$ cat src/rtl/stage_ifid_q.sv
// IF/ID pipeline stage with a small holding FIFO, a programmable wrong-path
// kill window after a redirect, and a valid bit on the decode side.
module stage_ifid_q #(
  parameter int unsigned   PC_WIDTH    = 32,
  parameter int unsigned   DATA_WIDTH  = 32,
  parameter int unsigned   DEPTH       = 2,
  parameter int unsigned   KILL_CYCLES = 2,
  parameter logic [31:0]   NOP_VALUE   = 32'h00000013
) (
  input  logic                       clk,
  input  logic                       rst,
  input  logic [PC_WIDTH-1:0]        pc_i,
  input  logic [DATA_WIDTH-1:0]      inst_i,
  input  logic                       valid_i,
  input  logic                       stall,
  input  logic                       flush,
  output logic [PC_WIDTH-1:0]        pc_o,
  output logic [DATA_WIDTH-1:0]      inst_o,
  output logic                       valid_o,
  output logic                       fetch_hold_o,
  output logic [$clog2(DEPTH):0]     count_o,
  output logic [1:0]                 state_o,
  output logic                       ovf_o
);

  localparam int unsigned PW = $clog2(DEPTH);
  localparam int unsigned CW = PW + 1;
  localparam logic [CW-1:0]         DEPTH_C = CW'(DEPTH);
  localparam logic [CW-1:0]         HOLD_C  = CW'(DEPTH - 1);
  localparam logic [2:0]            KILL_LD = 3'(KILL_CYCLES - 1);
  localparam logic [DATA_WIDTH-1:0] NOP_C   = DATA_WIDTH'(NOP_VALUE);

  typedef enum logic [1:0] {
    ST_RUN  = 2'd0,
    ST_HOLD = 2'd1,
    ST_KILL = 2'd2
  } state_t;

  state_t                  state_q, state_d;
  logic [2:0]              kill_q, kill_d;
  logic [CW-1:0]           cnt_q, cnt_d;
  logic [PW-1:0]           wptr_q, wptr_d;
  logic [PW-1:0]           rptr_q, rptr_d;
  logic [PC_WIDTH-1:0]     mem_pc_q   [DEPTH];
  logic [PC_WIDTH-1:0]     mem_pc_d   [DEPTH];
  logic [DATA_WIDTH-1:0]   mem_inst_q [DEPTH];
  logic [DATA_WIDTH-1:0]   mem_inst_d [DEPTH];
  logic [PC_WIDTH-1:0]     pc_q, pc_d;
  logic [DATA_WIDTH-1:0]   inst_q, inst_d;
  logic                    valid_q, valid_d;
  logic                    ovf_q, ovf_d;
  logic                    push_s, pop_s;

  // Next-state logic: flush beats the kill window, which beats stall.
  always_comb begin
    state_d    = state_q;
    kill_d     = kill_q;
    wptr_d     = wptr_q;
    rptr_d     = rptr_q;
    mem_pc_d   = mem_pc_q;
    mem_inst_d = mem_inst_q;
    pc_d       = pc_q;
    inst_d     = inst_q;
    valid_d    = valid_q;
    ovf_d      = ovf_q;
    push_s     = 1'b0;
    pop_s      = 1'b0;

    if (flush) begin
      inst_d  = NOP_C;
      valid_d = 1'b0;
      kill_d  = KILL_LD;
      if (KILL_CYCLES > 1) begin
        state_d = ST_KILL;
      end else begin
        state_d = stall ? ST_HOLD : ST_RUN;
      end
    end else if (state_q == ST_KILL) begin
      inst_d  = NOP_C;
      valid_d = 1'b0;
      if (kill_q <= 3'd1) begin
        kill_d  = 3'd0;
        state_d = stall ? ST_HOLD : ST_RUN;
      end else begin
        kill_d  = kill_q - 3'd1;
      end
    end else if (stall) begin
      state_d = ST_HOLD;
      if (valid_i && (cnt_q < DEPTH_C)) begin
        push_s = 1'b1;
      end else if (valid_i) begin
        ovf_d = 1'b1;
      end else begin
        ovf_d = ovf_q;
      end
    end else begin
      state_d = ST_RUN;
      if (cnt_q != {CW{1'b0}}) begin
        pop_s   = 1'b1;
        push_s  = valid_i;
        pc_d    = mem_pc_q[rptr_q];
        inst_d  = mem_inst_q[rptr_q];
        valid_d = 1'b1;
      end else if (valid_i) begin
        pc_d    = pc_i;
        inst_d  = inst_i;
        valid_d = 1'b1;
      end else begin
        inst_d  = NOP_C;
        valid_d = 1'b0;
      end
    end

    if (push_s) begin
      mem_pc_d[wptr_q]   = pc_i;
      mem_inst_d[wptr_q] = inst_i;
      wptr_d             = wptr_q + PW'(1);
    end else begin
      wptr_d = wptr_q;
    end
    if (pop_s) begin
      rptr_d = rptr_q + PW'(1);
    end else begin
      rptr_d = rptr_q;
    end

    if (flush) begin
      cnt_d  = {CW{1'b0}};
      wptr_d = {PW{1'b0}};
      rptr_d = {PW{1'b0}};
    end else begin
      cnt_d = cnt_q + CW'(push_s) - CW'(pop_s);
    end
  end

  // Control and output registers with synchronous reset.
  always_ff @(posedge clk) begin
    if (rst) begin
      state_q <= ST_RUN;
      kill_q  <= 3'd0;
      cnt_q   <= {CW{1'b0}};
      wptr_q  <= {PW{1'b0}};
      rptr_q  <= {PW{1'b0}};
      pc_q    <= {PC_WIDTH{1'b0}};
      inst_q  <= NOP_C;
      valid_q <= 1'b0;
      ovf_q   <= 1'b0;
    end else begin
      state_q <= state_d;
      kill_q  <= kill_d;
      cnt_q   <= cnt_d;
      wptr_q  <= wptr_d;
      rptr_q  <= rptr_d;
      pc_q    <= pc_d;
      inst_q  <= inst_d;
      valid_q <= valid_d;
      ovf_q   <= ovf_d;
    end
  end

  // FIFO storage; contents are don't-care while count is zero.
  always_ff @(posedge clk) begin
    mem_pc_q   <= mem_pc_d;
    mem_inst_q <= mem_inst_d;
  end

  assign pc_o         = pc_q;
  assign inst_o       = inst_q;
  assign valid_o      = valid_q;
  assign count_o      = cnt_q;
  assign state_o      = state_q;
  assign ovf_o        = ovf_q;
  assign fetch_hold_o = (cnt_q >= HOLD_C);

endmodule
$ cat config.mk
export PLATFORM = sky130hd
export DESIGN_NAME = stage_ifid_q
export DESIGN_NICKNAME = d
export VERILOG_FILES = /design/src/rtl/stage_ifid_q.sv
export SDC_FILE = /design/constraint.sdc
export NUM_CORES = 1
export LEC_CHECK = 0
export ABC_AREA = 1
export BUFFER_PORTS_ARGS = -buffer_cell sky130_fd_sc_hd__buf_2
export CAP_MARGIN = 20
export CORE_ASPECT_RATIO = 1.75
export CORE_MARGIN = 2
export CORE_UTILIZATION = 40
export DETAILED_ROUTE_END_ITERATION = 8
export GPL_TIMING_DRIVEN = 0
export PLACE_DENSITY = 0.7
export REMOVE_ABC_BUFFERS = 1
export SLEW_MARGIN = 20
export SYNTH_ARGS = -nofsm -noshare
export SYNTH_HDL_FRONTEND = slang
export SYNTH_SLANG_ARGS = --single-unit
$ cat constraint.sdc
create_clock -name clk -period 14.7 [get_ports clk]
set_clock_uncertainty 0.2 [all_clocks]
set_input_delay 2.94 -clock clk [delete_from_list [all_inputs] [get_ports clk]]
set_output_delay 2.94 -clock clk [all_outputs]
set_load 0.005 [all_outputs]
After elaboration in Yosys (flattened, before gate mapping)
Cells that the tools add are included.

$add $sub $neg: 5. Eq/ne operators: 3. Magnitude comparators: 6. Mux-type cells: 32. Bitwise logic cells: 6. Reduce and logical (&&, ||, !) cells: 9.

Operators by type and width (number): $mux W32 (11); $bwmux W64 (2); $demux W32 S1 (1); $mux W1 (14); $mux W2 (3); $reduce_bool A2 Y1 (3); $reduce_and A5 Y1 (1); $ge A2 B2 Y1 const B (2); $not A1 Y1 (4); $not A1 Y2 (2); $reduce_and A4 Y1 (1); $le A3 B1 Y1 const B (1); $mux W3 (1); $ne A3 B2 Y1 const B (1); $reduce_or A3 Y1 (1); $sub A3 B1 Y3 const B (1); $add A1 B1 Y1 const B (2); $add A2 B1 Y2 (1); $eq A2 B2 Y1 const B (1); $ge A2 B1 Y1 const B (1); $logic_and A1 B1 Y1 (2); $lt A2 B1 Y1 const B (1); $lt A2 B2 Y1 const B (1); $ne A2 B1 Y1 const B (1); other kinds (2) (2).

Bits in registers: 203.

Depth between registers and ports, before layout
Gate-level depths: netlist of the first run.

Word-level depth: 8. Mapped depth: 10. Gate-level depth less buffers: 10.

Worst setup path before layout of the first run
OpenSTA, ideal clock, no wires.

Path type: input to register. Start point: input port stall. End point: register mem_inst_q[32] (netlist name), enable pin. Stages: 6. Setup slack: 7.885 ns. Path buffers: 1. Arrival time: 6.129 ns. Path through: buf_2 > inv_2 > o21ai_2 > nand2_1 > nand2_1 > nor2_1.

Longest elaborated chain between the ends: 3.

RTL lines: from (decl) (RTL line 15) `input logic stall,`; $mux W1 (RTL line 87) `end else if (stall) begin`; $mux W1 (RTL line 78) `end else if (state_q == ST_KILL) begin`; $mux W1 (RTL line 69) `if (flush) begin`; to (signal assigned) (RTL line 164) `mem_inst_q <= mem_inst_d;`; to (decl) (RTL line 46) `logic [DATA_WIDTH-1:0] mem_inst_q [DEPTH];`.

Every way passes these cells. A chain may end at the register's enable or synchronous reset.

Final worst setup path of the first run
Start point: input port stall. End point: register mem_pc_q[36] (netlist name), enable pin.

Longest elaborated chain between the ends: 3.

RTL lines: $mux W1 (RTL line 87); $mux W1 (RTL line 78); $mux W1 (RTL line 69); to (signal assigned) (RTL line 163) `mem_pc_q <= mem_pc_d;`; to (decl) (RTL line 44) `logic [PC_WIDTH-1:0] mem_pc_q [DEPTH];`.

Every way passes these cells.

==> flow_summary.json, run 1 <==
{
  "numCtsBuffers": 19,
  "cellLeakagePower_nw": 4.27,
  "drt_iter0_drc": 294,
  "fin_tns_setup_ns": 0,
  "ys_ff_latch": 203,
  "synth_top_family_by_area": "simple AND/OR/NAND/NOR gates",
  "synth_fa_ha_area_frac": 0.00611,
  "synthMuxAreaShare": 0,
  "min_period_over_period": 0.374,
  "wl_per_cell_um": 15.1,
  "syn_inst": 876,
  "root_buffer": "clkbuf_16",
  "p_total_mw": 1.16,
  "ys_types": 24,
  "maxSlewViolCount": 0,
  "yosysTopAreaCell": "edfxtp_1",
  "powerDensity_nw_per_um2": 119,
  "dp.final_hpwl_mm": 11.6,
  "fp-row-count": 69,
  "postCtsSetupRepairBufs": 0,
  "num-fill-cells": 1919,
  "h-tree-depth": 1,
  "syn_area_um2": 8200,
  "maxCapViolCount": 0,
  "clock_path_buffers": 3,
  "synth-warning-count": 0,
  "whs_path_depth": 2,
  "worstHoldStart": "kill_q[2]",
  "end_kind": "flop",
  "cts_tree": "yes",
  "clock_latency_ns": 0.48,
  "ios": 140,
  "die_h_um": 193,
  "reg2reg_from": "state_o[0]",
  "period_minus_slack_ns": 5.50,
  "ctsResizeCount": 0,
  "io_buffers": 139,
  "rr_endpoint": "mem_pc_q[36]",
  "worst_pin_slew_ns": 0.820,
  "synth-compound-area-share": 0.0829,
  "max_freq_mhz": 182,
  "ant_nets": 0,
  "worst_slack_ns": 9.20,
  "drive_gt1_frac": 0.185,
  "synthSimpleGateAreaFrac": 0.206,
  "ctsHoldBuffers": 0,
  "cts.sinks": 203,
  "firstDrtPassIters": 4,
  "fin_nets": 1068,
  "die_w_um": 112,
  "gp_congestion": 0.766,
  "drc": 0,
  "outcome": "finished, final reports clean",
  "seqCellArea_um2": 5350,
  "multiInputGateArea_um2": 2440,
  "crit_fanout": 36,
  "vias": 6183,
  "slew_headroom": 0.452,
  "vias_per_cell": 4.93,
  "initial_core_util": 0.406,
  "ys_seq_area_frac": 0.652,
  "hold_class": "reg -> reg",
  "rsz0062_at_grt": "false",
  "cp.arrival_ns": 5.48,
  "synth.top_cell.area_share": 0.469,
  "critPathKind": "in -> reg",
  "grt_max_degree": 66,
  "setup_viol": 0,
  "required_ns": 14.68,
  "cp-start-kind": "input pin",
  "dp_slack_ns": 8.67,
  "grt_pass1_vias": 6157,
  "synth.avg_cell_area_um2": 9.36,
  "synth-xor-area-share": 0.00107,
  "path_clk_slew_ns": 0.06,
  "wl_mm": 18.9,
  "synth.area.top_cells": "edfxtp_1, dfxtp_1, nand2_1",
  "area_growth_pct": 18.7,
  "hold_viol": 0,
  "startpoint": "stall",
  "grt_pass1_wl_mm": 30.7,
  "ir_drop_mv": 0.0945,
  "overflow": 0,
  "grt_usage": 0.173,
  "antenna_found_initial": 1,
  "ff2ff_setup_slack_ns": 12.07,
  "reg2reg_depth": 8,
  "worstHoldEndpoint": "kill_q[2]",
  "fp.coreArea_um2": 20200,
  "die-area_um2": 21700
}
==> critical path, stage by stage <==
cell and delay [ns]:
buf_2 0.34, inv_2 0.63, o21ai_2 0.17, nand2_1 0.15, nand2_1 0.12, nor2_4 0.60
buf_12 0.27, buf_12 0.20
==> layer usage <==
metal  vias to the layer above  track usage  part of all wire
met5                         -            0                 0
met4                         0       0.0696             0.032
met3                        38       0.0219             0.043
met2                       141        0.329              0.54
met1                      2909        0.191              0.39
li1                       3095            -                 -
==> cell usage in the layout (no fill, tap or decap), types with 2 or more instances in the layout <==
cell type / n
buf_12: 5
a31oi_1: 27
ha_1: 4
a21oi_1: 39
o21ai_0: 51
buf_2: 139
clkbuf_1: 6
nor2_1: 130
inv_2: 4
clkbuf_8: 4
clkbuf_16: 19
buf_16: 2
nand2_1: 291
nor2_4: 3
or2_2: 2
o21ai_1: 6
inv_1: 48
o211ai_1: 2
edfxtp_1: 128
clkinv_2: 2
dfxtp_1: 74
inv_4: 2
nand3_1: 11
==> per-stage QoR <==
step           instances   util  cell area [um2]  hold slack, ns
2_1_floorplan        828      -             7970           0.236
3_3_place_gp        1215  0.444             8980           0.244
3_5_place_dp        1222  0.453             9160           0.257
4_1_cts             1254  0.481             9720           0.270
5_1_grt             1255  0.481             9720           0.292
6_report            1255  0.481             9720           0.269
==> power by group <==
part / total, mW / internal [mW] / switching [mW]
Combinational: 0.0764 / 0.0288 / 0.0476
Sequential: 0.626 / 0.620 / 0.00586
Clock: 0.455 / 0.258 / 0.197
Total: 1.16 / 0.906 / 0.251
==> Yosys cell counts, drive strengths merged <==
cell	number
or2	2
nand3	11
a31oi	27
o22ai	1
nor2	134
ha	4
clkbuf	20
xnor2	1
dfxtp	75
edfxtp	128
buf	28
inv	54
o21ai	58
o211ai	2
a21oi	39
nand2	292
==> flip-flops by register name, summed over array words and instances (netlist names) <==
signal / flops
pc_o: 32
ovf_o: 1
valid_o: 1
wptr_q: 1
mem_pc_q: 64
rptr_q: 1
mem_inst_q: 64
count_o: 2
state_o: 2
kill_q: 3
inst_o: 32
==> cells by family (layout without fill, tap and decap cells) <==
kind of cell / after synthesis / count (layout)
compound gates: 127 / 127
xor+xnor: 1 / 1
fa+ha+maj: 4 / 4
buf+inv: 102 / 232
flops: 203 / 203
other cells: 0 / 1
simple gates: 439 / 439
==> how the worst max path moves through the flow <==
| stage | endpoint | slack, ns | cells past startpoint |
|---|---|---|---|
| final | mem_pc_q[36] | 9.20 | 8 |
| after global routing | mem_inst_q[42] | 9.00 | 8 |
| after CTS | mem_inst_q[42] | 9.18 | 8 |
| after detailed placement | mem_pc_q[44] | 8.67 | 8 |
| after global placement | mem_pc_q[44] | 4.97 | 6 |
| after floorplan | mem_inst_q[32] | 7.82 | 5 |
==> layout make-up <==
type	instances	area share
Tap cell	248	0.0319
Multi-Input combinational cell	571	0.251
Antenna cell	1	0.000257
Inverter	54	0.0214
Clock inverter	3	0.00142
Timing Repair Buffer	146	0.0875
Clock buffer	29	0.0569
Sequential cell	203	0.550
No activity file was read; power rests on OpenSTA's default activity.
==> inputs of run 2 (changes only) <==
--- a/config.mk
+++ b/config.mk
@@ -13,7 +13,7 @@
 export CORE_UTILIZATION = 40
 export DETAILED_ROUTE_END_ITERATION = 8
 export GPL_TIMING_DRIVEN = 0
-export PLACE_DENSITY = 0.7
+export PLACE_DENSITY = 0.72
 export REMOVE_ABC_BUFFERS = 1
 export SLEW_MARGIN = 20
 export SYNTH_ARGS = -nofsm -noshare
==> constraint.sdc (replaced) <==
create_clock -name clk -period 4.6 [get_ports clk]
set_clock_uncertainty 0.2 [all_clocks]
set_input_delay 0.92 -clock clk [delete_from_list [all_inputs] [get_ports clk]]
set_output_delay 0.92 -clock clk [all_outputs]
set_load 0.005 [all_outputs]
==> run 2 against run 1 <==
Via count is 1.1% lower. First-iteration DRC count fell by 11%. Sequential power rose to 3.2 times the previous value. Core utilization rose by 0.099 points. Combinational power increased to 3.2 times the previous value. Hold slack got worse by 0.0075 ns. Clock-buffer cell count fell by 5. Cell count hardly changed. Critical path depth fell by 4. Die area unchanged. Cell area is 0.21% higher. Critical endpoint is now fetch_hold_o. Largest power group unchanged.
==> flow_summary.json, run 2 (synthesis results as in run 1) <==
{
  "postCtsSetupRepairBufs": 0,
  "grt_pass1_vias": 6026,
  "hold_viol": 0,
  "drive_gt1_frac": 0.187,
  "rsz0062_at_grt": "false",
  "cp_slowest_cell": "inv_2",
  "vias": 6114,
  "worstHoldStart": "kill_q[2]",
  "gp_congestion": 0.784,
  "outcome": "finished, final reports clean",
  "cp.arrival_ns": 2.12,
  "powerDensity_nw_per_um2": 388,
  "maxSlewViolCount": 0,
  "path_clk_slew_ns": 0.07,
  "numCtsBuffers": 19,
  "ios": 140,
  "fp-row-count": 69,
  "timing.critical_path.buf_inv": 3,
  "grt_use_met1": 0.195,
  "num-fill-cells": 1889,
  "p_total_mw": 3.78,
  "die_w_um": 112,
  "grt_pass1_wl_mm": 30.3,
  "cts_tree": "yes",
  "root_buffer": "clkbuf_16",
  "crit_chain": "nor2_4 > buf_12 > inv_2 > buf_2",
  "grt_usage": 0.171,
  "die-area_um2": 21700,
  "vias_per_cell": 4.87,
  "reg2reg_from": "state_o[0]",
  "firstDrtPassIters": 4,
  "stdcell_area_um2": 9740,
  "die_h_um": 193,
  "use_met3": 0.0241,
  "layout_commonest_cell": "nand2_1",
  "fp.coreArea_um2": 20200,
  "wl_per_cell_um": 14.9,
  "worst_pin_slew_ns": 0.838,
  "area_growth_pct": 18.9,
  "top_regs": "mem_inst_q x64, mem_pc_q x64",
  "startpoint": "count_o[1]",
  "cp-start-kind": "flop",
  "fin_nets": 1068,
  "io_buffers": 139,
  "min_period_over_period": 0.705,
  "required_ns": 3.48,
  "initial_core_util": 0.406,
  "max_freq_mhz": 308,
  "cts.sinks": 203,
  "crit_fanout": 38,
  "slew_headroom": 0.441,
  "maxCapViolCount": 0,
  "clock_path_buffers": 3,
  "setup_viol": 0,
  "drc": 0,
  "hold_class": "reg -> reg",
  "period_minus_slack_ns": 3.24,
  "use_met2": 0.320,
  "critPathKind": "reg -> out",
  "clock_latency_ns": 0.48,
  "crit_path_max_incr_delay_ns": 0.62,
  "cp_top_family": "buffers and inverters",
  "overflow": 0,
  "dp.final_hpwl_mm": 11.4,
  "end_kind": "output port",
  "ctsHoldBuffers": 0,
  "ctsResizeCount": 0,
  "ir_drop_mv": 0.339,
  "placed_area_um2": 9140,
  "ant_nets": 0,
  "busiest_layer": "met2",
  "h-tree-depth": 1,
  "layout_common_cells": "nand2_1, buf_2, nor2_1",
  "grt_max_degree": 66,
  "drt_iter0_drc": 261,
  "wl_mm": 18.8,
  "antenna_found_initial": 1,
  "cellLeakagePower_nw": 4.28
}
-- run 2: changes by cell type in the layout (fill, tap and decap cells not counted), sizes merged --
cell	delta
clkinv	+2
bufinv	+2
clkbuf	-5
clkinvlp	+2
-- run 2: tightest hold or removal path, stage by stage, from the launching register on --
cell,delay (ns)
dfxtp_1,0.31
nand2_1,0.06
a21oi_1,0.05
-- run 2: metal layers --
layer,up-vias,wire length [um]
met3,30,870
met1,2829,7370
li1,3095,-
met4,0,495
met5,-,0
met2,160,10000
-- run 2: layout make-up --
cell class                 instances  area, um2  share of cell area
inverter                          54        208              0.0213
timing repair buffer             146        836              0.0858
tap                              248        310              0.0318
multi-input combinational        571       2440               0.250
clock inverter                     9       97.6              0.0100
antenna                            1       2.50            0.000257
sequential                       203       5350               0.549
clock buffer                      24        504              0.0517
-- run 2: stage by stage --
stage               instances  hold WS [ns]   util  setup TNS [ns]  setup slack, ns
floorplan                 828         0.236      -          -16.67           -0.260
global placement         1215         0.248  0.444         -274.97            -2.93
detailed placement       1222         0.255  0.452               0            0.870
CTS                      1255         0.262  0.482               0             1.33
global route             1256         0.277  0.482               0             1.22
finish                   1256         0.262  0.482               0             1.36
-- run 2: power breakdown --
group | switching (mW) | leakage [nW] | internal [mW]
Sequential | 0.0183 | 1.77 | 1.98
Combinational | 0.150 | 2.22 | 0.0915
Clock | 0.653 | 0.289 | 0.890
-- run 2: final timing paths --
check / to / slack (ns) / cells after the start
worst min-delay path: kill_q[2] / 0.26 / 2
worst max-delay path: fetch_hold_o / 1.36 / 4
worst min register to register: kill_q[2] / 0.26 / 2
worst max register to register: mem_inst_q[51] / 2.26 / 7
==> inputs of run 3 (changes only) <==
--- a/config.mk
+++ b/config.mk
@@ -13,7 +13,7 @@
 export CORE_UTILIZATION = 40
 export DETAILED_ROUTE_END_ITERATION = 8
 export GPL_TIMING_DRIVEN = 0
-export PLACE_DENSITY = 0.72
+export PLACE_DENSITY = 0.7
 export REMOVE_ABC_BUFFERS = 1
 export SLEW_MARGIN = 20
 export SYNTH_ARGS = -nofsm -noshare
==> constraint.sdc (replaced) <==
create_clock -name clk -period 3.2 [get_ports clk]
set_clock_uncertainty 0.2 [all_clocks]
set_input_delay 0.64 -clock clk [delete_from_list [all_inputs] [get_ports clk]]
set_output_delay 0.64 -clock clk [all_outputs]
set_load 0.005 [all_outputs]
==> run 3 against run 2 <==
Setup slack worse by 1.1 ns. Combinational power is 45% higher. Via count is 1.1% higher. Core utilization is 0.074 points lower. Largest cell class unchanged. Largest power group unchanged. Highest routed layer unchanged.
==> flow_summary.json, run 3 (synthesis results as in run 1) <==
{
  "crit_fanout": 36,
  "ir_drop_mv": 0.434,
  "postCtsSetupRepairBufs": 0,
  "required_ns": 3.18,
  "outcome": "finished, final reports clean",
  "cts.sinks": 203,
  "powerDensity_nw_per_um2": 546,
  "worstHoldEndpoint": "mem_pc_q[15]",
  "grt_max_degree": 66,
  "ant_nets": 0,
  "maxSlewViolCount": 0,
  "grt_usage": 0.173,
  "max_freq_mhz": 335,
  "drive_gt1_frac": 0.185,
  "layout_commonest_cell": "nand2_1",
  "whs_path_depth": 1,
  "clock_latency_ns": 0.48,
  "setup_viol": 0,
  "drt_iter0_drc": 294,
  "fp-row-count": 69,
  "rr_endpoint": "mem_pc_q[36]",
  "reg2reg_depth": 8,
  "path_clk_slew_ns": 0.06,
  "period_minus_slack_ns": 2.99,
  "dp_slack_ns": -0.532,
  "ctsHoldBuffers": 0,
  "grt_pass1_wl_mm": 30.7,
  "cellLeakagePower_nw": 4.27,
  "gp_congestion": 0.766,
  "ctsResizeCount": 1,
  "ff2ff_setup_slack_ns": 0.57,
  "firstDrtPassIters": 4,
  "fp.coreArea_um2": 20200,
  "h-tree-depth": 1,
  "die_w_um": 112,
  "rsz0062_at_grt": "false",
  "slew_headroom": 0.451,
  "top_regs": "mem_inst_q x64, mem_pc_q x64",
  "seqCellArea_um2": 5350,
  "numCtsBuffers": 19,
  "clock_path_buffers": 3,
  "layout_common_cells": "nand2_1, buf_2, nor2_1",
  "hold_class": "in -> reg",
  "io_buffers": 139,
  "num-fill-cells": 1921,
  "antenna_found_initial": 1,
  "p_total_mw": 5.32,
  "grt_pass1_vias": 6157,
  "dp.final_hpwl_mm": 11.6,
  "die-area_um2": 21700,
  "worst_slack_ns": 0.211,
  "fin_nets": 1068,
  "hold_slack_ns": 0.161,
  "wl_mm": 18.9,
  "wl_per_cell_um": 15.1,
  "worstHoldStart": "pc_i[15]",
  "cp.arrival_ns": 2.97,
  "root_buffer": "clkbuf_16",
  "utilization": 0.482,
  "min_period_over_period": 0.934,
  "overflow": 0,
  "worst_pin_slew_ns": 0.823,
  "end_kind": "flop",
  "cts_tree": "yes",
  "hold_viol": 0,
  "initial_core_util": 0.406,
  "drc": 0,
  "fin_tns_setup_ns": 0,
  "critPathKind": "in -> reg",
  "vias": 6184,
  "multiInputGateArea_um2": 2440,
  "ios": 140,
  "area_growth_pct": 18.7,
  "vias_per_cell": 4.93,
  "maxCapViolCount": 0,
  "cp-start-kind": "input pin",
  "die_h_um": 193,
  "reg2reg_from": "state_o[0]"
}
==> run 3: changes by cell type in the layout (fill, tap and decap cells not counted), moves of 2 or more <==
cell | before | now
inv_2 | 4 | 2
inv_4 | 2 | 4
clkinvlp_4 | 2 | 0
clkbuf_8 | 1 | 4
buf_12 | 7 | 5
buf_16 | 0 | 2
clkbuf_1 | 4 | 6
bufinv_16 | 2 | 0
==> run 3: final cells by class <==
class,count,area share
diodes,1,0.000257
clock buffers,29,0.0568
clock inverters,3,0.00141
inverters,54,0.0219
multi-input cells,571,0.251
flip-flops and latches,203,0.550
well taps,248,0.0319
repair buffers,146,0.0874
==> run 3: per-layer routing <==
metal	wire, um	up-vias	track usage
met5	0	-	0
met4	610	0	0.0696
met3	813	38	0.0219
met2	10200	141	0.329
met1	7300	2909	0.191
li1	-	3096	-
==> run 3: worst max path at each step <==
stage	from	to	slack (ns)	depth (start not counted)
after detailed placement	stall	mem_pc_q[44]	-0.53	8
after global routing	stall	mem_inst_q[42]	0.04	8
final	stall	mem_pc_q[36]	0.21	8
after CTS	count_o[1]	fetch_hold_o	0.09	4
after global placement	stall	mem_pc_q[44]	-4.23	6
after floorplan	stall	mem_inst_q[32]	-1.38	5
==> run 3: critical path, cell delays in order <==
cell,delay (ns)
buf_2,0.35
inv_4,0.44
o21ai_2,0.14
nand2_1,0.13
nand2_1,0.12
nor2_4,0.60
buf_12,0.27
buf_12,0.20
==> run 3: metrics by stage <==
step | area [um2] | std cells
global route | 9730 | 1255
global placement | 8980 | 1215
floorplan | 7970 | 828
CTS | 9720 | 1254
finish | 9730 | 1255
detailed placement | 9160 | 1222
==> run 3: power breakdown <==
| part | switching [mW] | leakage (nW) | internal, mW |
|---|---|---|---|
| Combinational | 0.219 | 2.22 | 0.132 |
| Sequential | 0.0269 | 1.77 | 2.85 |
| Clock | 0.906 | 0.279 | 1.19 |
